==> src/rtl/iis_pkg.sv <==
// Shared I2S definitions used by the clock controller and the sample reader.
//   iis_state_e      : one-hot sequencing states of the clock controller
//   IIS_SLOT_BITS    : bclk periods per channel slot
//   IIS_DATA_BITS    : significant audio bits per slot (MSB first)
//   IIS_MIN_HALF_DIV : smallest bclk half-period, in clk_100m cycles
package iis_pkg;

  typedef enum logic [2:0] {
    ST_IDLE  = 3'b001,
    ST_RUN   = 3'b010,
    ST_DRAIN = 3'b100
  } iis_state_e;

  localparam int IIS_SLOT_BITS    = 32;
  localparam int IIS_DATA_BITS    = 24;
  // Below 2 the reader's single-cycle edge detector would miss bclk edges.
  localparam int IIS_MIN_HALF_DIV = 2;

endpackage

==> src/rtl/iis_bclk_div.sv <==
// Bit-clock divider: toggles bclk every `half` clk_100m cycles while enabled.
//   clk_100m    in   system clock
//   rst_n       in   asynchronous active-low reset
//   en          in   count and toggle while high, hold while low
//   clr         in   restart the divider: counter to 0, bclk low
//   half        in   clk_100m cycles per bclk half-period (>= 2)
//   bclk        out  registered bit clock
//   fall_pulse  out  high in the cycle whose clock edge drives bclk 1->0, so
//                    the caller can update bclk-aligned state on that same edge
module iis_bclk_div #(
  parameter int DIV_W = 8
) (
  input  logic             clk_100m,
  input  logic             rst_n,
  input  logic             en,
  input  logic             clr,
  input  logic [DIV_W-1:0] half,
  output logic             bclk,
  output logic             fall_pulse
);

  logic [DIV_W-1:0] r_div_cnt;
  logic             r_bclk;
  logic             w_wrap;

  assign w_wrap     = en && (r_div_cnt == (half - DIV_W'(1)));
  assign fall_pulse = w_wrap && r_bclk;
  assign bclk       = r_bclk;

  always_ff @(posedge clk_100m or negedge rst_n) begin
    if (!rst_n) begin
      r_div_cnt <= '0;
      r_bclk    <= 1'b0;
    end else if (clr) begin
      r_div_cnt <= '0;
      r_bclk    <= 1'b0;
    end else if (en) begin
      if (w_wrap) begin
        r_div_cnt <= '0;
        r_bclk    <= ~r_bclk;
      end else begin
        r_div_cnt <= r_div_cnt + DIV_W'(1);
      end
    end
  end

endmodule

==> src/rtl/iis_clk_ctrl.sv <==
// Master-mode I2S timing controller. Produces bclk/lrclk for the codec and the
// I2S sample reader, and sequences capture with start/stop commands. A stop
// always lets the current stereo frame finish before clocks halt.
//   clk_100m     in   system clock
//   rst_n        in   asynchronous active-low reset
//   start_i      in   one-cycle start request (accepted only in IDLE)
//   stop_i       in   one-cycle graceful stop request (end of frame)
//   half_div_i   in   bclk half-period in clk_100m cycles, latched on start
//   bclk         out  I2S bit clock
//   lrclk        out  word select, 0 = left slot, 1 = right slot
//   busy         out  high in RUN or DRAIN
//   frame_start  out  one-cycle pulse with every lrclk 1->0 edge
//   frame_cnt    out  completed frames since last start, wraps
//   o_state      out  one-hot FSM state for observation
// Handshake: start_i/stop_i are single-cycle strobes sampled on the rising
// clk_100m edge; there is no backpressure, a strobe the current state does
// not act on is dropped, never queued.
module iis_clk_ctrl
  import iis_pkg::*;
#(
  parameter int SLOT_BITS = IIS_SLOT_BITS,
  parameter int DIV_W     = 8,
  parameter int FCNT_W    = 16
) (
  input  logic              clk_100m,
  input  logic              rst_n,
  input  logic              start_i,
  input  logic              stop_i,
  input  logic [DIV_W-1:0]  half_div_i,
  output logic              bclk,
  output logic              lrclk,
  output logic              busy,
  output logic              frame_start,
  output logic [FCNT_W-1:0] frame_cnt,
  output logic [2:0]        o_state
);

  localparam int FRAME_BITS = 2 * SLOT_BITS;
  localparam int BIT_W      = $clog2(FRAME_BITS);
  localparam logic [BIT_W-1:0] LAST_LEFT = BIT_W'(SLOT_BITS - 1);
  localparam logic [BIT_W-1:0] LAST_BIT  = BIT_W'(FRAME_BITS - 1);
  localparam logic [DIV_W-1:0] MIN_HALF  = DIV_W'(IIS_MIN_HALF_DIV);

  iis_state_e        r_state;
  iis_state_e        w_state_nxt;
  logic              w_start_acc;
  logic              w_fall;
  logic              w_frame_end;
  logic              w_div_en;
  logic [DIV_W-1:0]  w_half_clamped;
  logic [DIV_W-1:0]  r_half;
  logic [BIT_W-1:0]  r_bit_cnt;
  logic              r_lrclk;
  logic              r_frame_start;
  logic [FCNT_W-1:0] r_frame_cnt;
  logic              r_busy;

  assign w_div_en       = (r_state != ST_IDLE);
  assign w_half_clamped = (half_div_i < MIN_HALF) ? MIN_HALF : half_div_i;
  assign w_frame_end    = w_fall && (r_bit_cnt == LAST_BIT);

  // The divider is restarted on the accepting edge so the first bclk high
  // phase is a full half-period after lrclk drops.
  iis_bclk_div #(
    .DIV_W (DIV_W)
  ) u_bclk_div (
    .clk_100m   (clk_100m),
    .rst_n      (rst_n),
    .en         (w_div_en),
    .clr        (w_start_acc),
    .half       (r_half),
    .bclk       (bclk),
    .fall_pulse (w_fall)
  );

  always_comb begin
    w_state_nxt = r_state;
    w_start_acc = 1'b0;
    case (r_state)
      ST_IDLE: begin
        // start beats a simultaneous stop here
        if (start_i) begin
          w_state_nxt = ST_RUN;
          w_start_acc = 1'b1;
        end
      end
      ST_RUN: begin
        // stop beats a simultaneous start here
        if (stop_i) w_state_nxt = ST_DRAIN;
      end
      ST_DRAIN: begin
        if (w_frame_end) w_state_nxt = ST_IDLE;
      end
      default: w_state_nxt = ST_IDLE;
    endcase
  end

  always_ff @(posedge clk_100m or negedge rst_n) begin
    if (!rst_n) begin
      r_state <= ST_IDLE;
      r_busy  <= 1'b0;
    end else begin
      r_state <= w_state_nxt;
      r_busy  <= (w_state_nxt != ST_IDLE);
    end
  end

  // Slot/frame bookkeeping. lrclk only moves on bclk falling edges (or on
  // start), so the codec shifts its MSB one bclk after the word-select change.
  always_ff @(posedge clk_100m or negedge rst_n) begin
    if (!rst_n) begin
      r_half        <= MIN_HALF;
      r_bit_cnt     <= '0;
      r_lrclk       <= 1'b1;
      r_frame_start <= 1'b0;
      r_frame_cnt   <= '0;
    end else begin
      r_frame_start <= 1'b0;
      if (w_start_acc) begin
        r_half        <= w_half_clamped;
        r_bit_cnt     <= '0;
        r_lrclk       <= 1'b0;
        r_frame_start <= 1'b1;
        r_frame_cnt   <= '0;
      end else if (w_fall) begin
        if (r_bit_cnt == LAST_BIT) begin
          r_bit_cnt   <= '0;
          r_frame_cnt <= r_frame_cnt + FCNT_W'(1);
          // In DRAIN lrclk is left high and the clocks park.
          if (r_state == ST_RUN) begin
            r_lrclk       <= 1'b0;
            r_frame_start <= 1'b1;
          end
        end else begin
          r_bit_cnt <= r_bit_cnt + BIT_W'(1);
          if (r_bit_cnt == LAST_LEFT) r_lrclk <= 1'b1;
        end
      end
    end
  end

  assign lrclk       = r_lrclk;
  assign busy        = r_busy;
  assign frame_start = r_frame_start;
  assign frame_cnt   = r_frame_cnt;
  assign o_state     = r_state;

endmodule
==> config.mk <==
export PLATFORM = sky130hd
export DESIGN_NAME = iis_clk_ctrl
export DESIGN_NICKNAME = d
export VERILOG_FILES = /design/src/rtl/iis_pkg.sv /design/src/rtl/iis_bclk_div.sv /design/src/rtl/iis_clk_ctrl.sv
export SDC_FILE = /design/constraint.sdc
export NUM_CORES = 1
export LEC_CHECK = 0
export BUFFER_PORTS_ARGS = -buffer_cell sky130_fd_sc_hd__buf_2
export CORE_MARGIN = 5
export CORE_UTILIZATION = 38
export DETAILED_ROUTE_END_ITERATION = 8
export HOLD_SLACK_MARGIN = 0.15
export SYNTH_ARGS = -nofsm -noshare
export SYNTH_HDL_FRONTEND = slang
export SYNTH_HIERARCHICAL = 1
export SYNTH_SLANG_ARGS = --single-unit
==> constraint.sdc <==
create_clock -name clk_100m -period 4.55 [get_ports clk_100m]
set_input_delay 0.2275 -clock clk_100m [delete_from_list [all_inputs] [get_ports clk_100m]]
set_output_delay 0.2275 -clock clk_100m [all_outputs]
set_load 0.05 [all_outputs]
### Yosys cells after proc, flatten, opt, wreduce, memory -nomap -nowiden

Cells that the tools add are included.
W data, S select, Z words.

| word-level totals | value |
|---|---|
| flip-flop bits (word level) | 45 |
| bits of input ports | 12 |
| output and inout port bits | 23 |
| word-level logic and storage cells | 63 |

| cells by class | value |
|---|---|
| add/sub/neg operators | 4 |
| magnitude comparators | 1 |
| equal/unequal tests | 9 |
| multiplexer cells | 28 |
| bitwise gates (word level) | 1 |
| reduce and logical (&&, ||, !) cells | 11 |

Operator list:

| operator | count |
|---|---|
| $mux W16 | 3 |
| $mux W8 | 4 |
| $mux W6 | 3 |
| $add A16 B1 Y16 const B | 1 |
| $mux W1 | 14 |
| $mux W3 | 3 |
| $ne A3 B1 Y1 const B | 3 |
| $pmux W3 S3 | 1 |
| $add A8 B1 Y8 const B | 1 |
| $eq A8 B8 Y1 | 1 |
| $lt A8 B2 Y1 const B | 1 |
| $reduce_bool A2 Y1 | 4 |
| $sub A8 B1 Y8 const B | 1 |
| $add A6 B1 Y6 const B | 1 |
| $eq A6 B5 Y1 const B | 1 |
| $eq A6 B6 Y1 const B | 1 |
| $reduce_and A2 Y1 | 2 |
| $eq A3 B1 Y1 const B | 1 |
| $eq A3 B2 Y1 const B | 1 |
| $eq A3 B3 Y1 const B | 1 |
| $logic_and A1 B1 Y1 | 3 |
| $reduce_and A3 Y1 | 1 |
| $reduce_bool A3 Y1 | 1 |
| $not A1 Y1 | 1 |

### Depth between registers and ports, before layout

| logic depth | value |
|---|---|
| depth in word-level cells | 8 |
| gate-level depth with buffers | 12 |
| depth with buffers taken out | 11 |

### By module

Netlist, hierarchy kept.

By module, submodules not included:

| module | times used | cells each | area an instance (um^2) | sequential area each (um^2) |
|---|---|---|---|---|
| iis_clk_ctrl | 1 | 187 | 1746.7 | 904.6 |
| iis_bclk_div | 1 | 82 | 752.0 | 225.2 |

### Least setup slack after synthesis

Ideal clock, no wire load.

| timing | value |
|---|---|
| path type | reg2reg |
| start point | reg r_half[0] |
| end point | reg r_frame_cnt[14] (netlist: frame_cnt[14]) |
| data arrival time | 3.177 ns |
| data required time | 4.472 ns |
| path slack | 1.295 ns |
| stages on the path, launching flop included | 13 |
| clock period less this slack | 3.255 ns |
| path through | dfrtp_1 inv_1 ha_1 or3b_4 nor4_2 o2111ai_1 a311oi_4 and2_1 buf_4 nand3_4 or4_4 or3_1 a21oi_1 |

| between the ends | value |
|---|---|
| word-level cells in the longest chain between the ends | 6 |

RTL lines:

| what | line | text |
|---|---|---|
| from (decl) | iis_clk_ctrl.sv:51 | `logic [DIV_W-1:0] r_half;` |
| from (signal assigned) | iis_clk_ctrl.sv:120 | `r_half <= w_half_clamped;` |
| $sub A8 B1 Y8 | iis_bclk_div.sv:26 | `assign w_wrap = en && (r_div_cnt == (half - DIV_W'(1)));` |
| $eq A8 B8 Y1 | iis_bclk_div.sv:26 |  |
| $logic_and A1 B1 Y1 | iis_bclk_div.sv:26 |  |
| $logic_and A1 B1 Y1 | iis_bclk_div.sv:27 | `assign fall_pulse = w_wrap && r_bclk;` |
| via w_fall | iis_clk_ctrl.sv:47 | `logic w_fall;` |
| $reduce_bool A2 Y1 (no source line) | n/a |  |
| $reduce_and A2 Y1 (no source line) | n/a |  |
| to (signal assigned) | iis_clk_ctrl.sv:128 | `r_frame_cnt <= r_frame_cnt + FCNT_W'(1);` |
| to (decl) | iis_clk_ctrl.sv:55 | `logic [FCNT_W-1:0] r_frame_cnt;` |

The timed path passes the listed nets, and every way through them passes these cells.
A chain may end at the register's enable or synchronous reset.

### Worst setup path after layout

| timing | value |
|---|---|
| start point | reg r_half[0] |
| end point | reg r_frame_cnt[12] (netlist: frame_cnt[12]) |

The elaborated chain is that of the path after synthesis.

==> results.md <==
- Worst hold stages: 2
- Worst-Margin Slew: 0.994 ns
- Final ANT Viol Nets: 0
- FF/Latch Area: 1130 µm²
- Fmax: 285 MHz
- Mapped Cells: 269
- Critical Path Max Stage Delay: 0.57 ns
- Post-Syn Nets: 285
- Worst min-delay path category: primary input to register
- First-pass GRT wire length: 9960 µm
- # nets final: 326
- Final setup violation count: 0
- Max-cap viol count: 0
- Leak: 1.27 nW
- Pins Over Slew Limit: 0
- Yosys warns: 6
- R2R depth: 12
- Multi-input combinational cell area: 1280 µm²
- Die X: 91.1 µm
- Synth top area cells: dfrtp_1, nand2_1, xnor2_1, nor2_1, dfstp_2
- Status: finished clean
- Cells resized by post-CTS repair: 0
- RSZ-0062 raised after global routing: no
- IO Pins: 35
- Min-delay src: half_div_i[1]
- Reg2Reg Setup Slack: 1.05 ns
- Reg2reg start: r_half[0]
- Post-CTS Setup Bufs: 0
- Crit path time final: 3.50 ns
- Fillers: 610
- Cell chain of the critical path: inv_1, ha_1, or3b_4, nor4_2, o2111ai_1, a311oi_4, buf_4, and2_1, nand3_4, or4_4, or3_1, a21oi_1
- DR vias/cell: 5.39
- Period utilization: 77.0%
- # hold bufs at CTS: 7
- P&R area growth vs syn: 16.4%
- Final HPWL DP: 3940 µm
- Setup crit start kind: register
- Dpl cell area: 2740 µm²
- WS Path Type: register to register
- Core Region: 6390 µm²
- Setup slack at placement: 1.05 ns
- Mean post-synth cell area: 9.29 µm²
- Max VDD drop: 0.168 mV
- Share of the synthesized area in the top cell type: 42.1%
- CP arrival: 3.72 ns
- Clock buffer depth: 2
- Via count: 2,093
- Library cells used by synthesis: 56
- Final wirelength: 5590 µm
- Main synth FF type: dfrtp_1
- Die span in y: 91.1 µm
- Die area: 8300 µm²
- Fin cells: 388
- Largest net degree at the start of global routing: 46
- Terminus of the critical flop-to-flop path: frame_cnt[12]
- Top-count cell post-synth: dfrtp_1
- WP data required: 4.77 ns
- Worst-Skew Late Latency: 0.29 ns
- Row count: 29
- GR Util All Layers: 14.2%
- Clock transition at path regs: 0.08 ns
- Critical Path Fanout Max: 10
- CTS H-Tree Depth: 2
- Syn Std Cell Area: 2500 µm²
- Drt pass-1 iters: 4
- Post-synth ARST share: 100%
- Worst path slowest cell: or4_4
- Finished Cell Area: 2910 µm²
- DRC violations left: 0
- CTS root buf: clkbuf_8
- Global placement routability congestion: 0.855
- Finished Core Util: 45.5%
- Flops & latches, synth: 45
- CTS tree: done
- Number of synthesized flops with an enable pin: 0
- Post-synth top area cell: dfrtp_1
- Sink of the worst hold path: r_half[1]
- Dpl cells: 373
- Commonest cells in the netlist: dfrtp_1, nand2_1, nor2_1
- CTS Sinks: 45
- Gr ovfl total: 0
- Initial Utilization: 39.1%
- Vias in the first global route: 2,101
- Crit. End Element: register
- Worst slew margin: 33.7%
- DR WL/cell: 14.4 µm
- CTS buffer count: 5
- Post-synthesis sequential area ratio: 45.2%
- Ant. Diodes: 0
- Initial antenna violation count: 0
- Port bufs: 34
- TNS Setup: 0 ns
- PwrDens: 238 nW/µm²
- Initial drt markers: 69
- Clock Skew: 0.00773 ns
- Hold Vio Cnt, Final: 0
- Share of layout cells above drive strength 1: 19.0%
- Final worst setup slack: 1.05 ns
## cell families after synthesis
logic type	Yosys count	synth area share [%]
compound gates	46	12.8
xor+xnor	20	7.01
fa+ha+maj	4	2.00
buf+inv	22	3.71
flops	45	45.2
mux	5	2.20
simple gates	127	27.0
## where the power goes
| group | leakage (nW) | total [mW] | switching, mW | internal [mW] |
|---|---|---|---|---|
| clock network | 0.0542 | 0.274 | 0.137 | 0.138 |
| logic | 0.746 | 0.0183 | 0.0108 | 0.00758 |
| registers | 0.465 | 0.400 | 0 | 0.400 |
| total | 1.27 | 0.692 | 0.148 | 0.545 |
## sequential cells by signal, summed over array words and instances, names as in the netlist
name / count
frame_cnt: 16
r_half: 8
u_bclk_div/r_div_cnt: 8
r_bit_cnt: 6
o_state: 3
busy: 1
frame_start: 1
lrclk: 1
u_bclk_div/bclk: 1
## per-stage QoR
| stage | power [mW] | hold slack, ns |
|---|---|---|
| 6_report | 0.692 | 0.169 |
| 3_3_place_gp | 0.422 | 0.432 |
| 2_1_floorplan | 0.408 | -0.0681 |
| 4_1_cts | 0.702 | 0.157 |
| 3_5_place_dp | 0.422 | 0.446 |
| 5_1_grt | 0.722 | 0.158 |
## worst max-delay path by stage
stage                    end  startpoint  slack, ns  cells past startpoint
2_1_floorplan  frame_cnt[14]   r_half[0]       1.29                     12
3_3_place_gp   frame_cnt[12]   r_half[0]       1.12                     12
3_5_place_dp   frame_cnt[14]   r_half[0]       1.05                     12
4_1_cts        frame_cnt[14]   r_half[0]       1.02                     12
5_1_grt        frame_cnt[15]   r_half[0]       0.79                     12
6_report       frame_cnt[12]   r_half[0]       1.05                     12
## critical path: cells and delay by family, from the launching register on
| kind | cells | cell delay (ns) |
|---|---|---|
| simple gates | 6 | 1.91 |
| flops | 1 | 0.46 |
| compound gates | 3 | 0.60 |
| fa+ha+maj | 1 | 0.17 |
| buf+inv | 2 | 0.29 |
## layout by cell type, fill, tap and decap left out, drive strengths merged, types with 9 or more instances in the layout
cell,netlist,layout
dfrtp,42,42
nand2,39,39
buf,5,36
nor2,23,23
a21oi,13,13
inv,13,13
nand3,13,13
xnor2,12,12
o21ai,10,10
nor3,9,9
## per-layer routing
metal / GRT usage (%) / routed length [µm] / part of all wire [%] / vias to the layer above
li1: - / - / - / 1034
met1: 18.2 / 2600 / 46 / 1013
met2: 23.7 / 2710 / 49 / 37
met3: 3.47 / 201 / 3.6 / 9
met4: 4.40 / 76 / 1.4 / 0
met5: 0 / 0 / 0 / -
## area by class of cell
type                    count  share of cell area, %
clock buffers               7                   3.31
clock inverters             1                  0.172
inverters                  13                   1.68
multi-input cells         202                   43.9
flip-flops and latches     45                   38.9
well taps                  77                   3.31
repair buffers             43                   8.78
(Power assumes the default switching activity.)
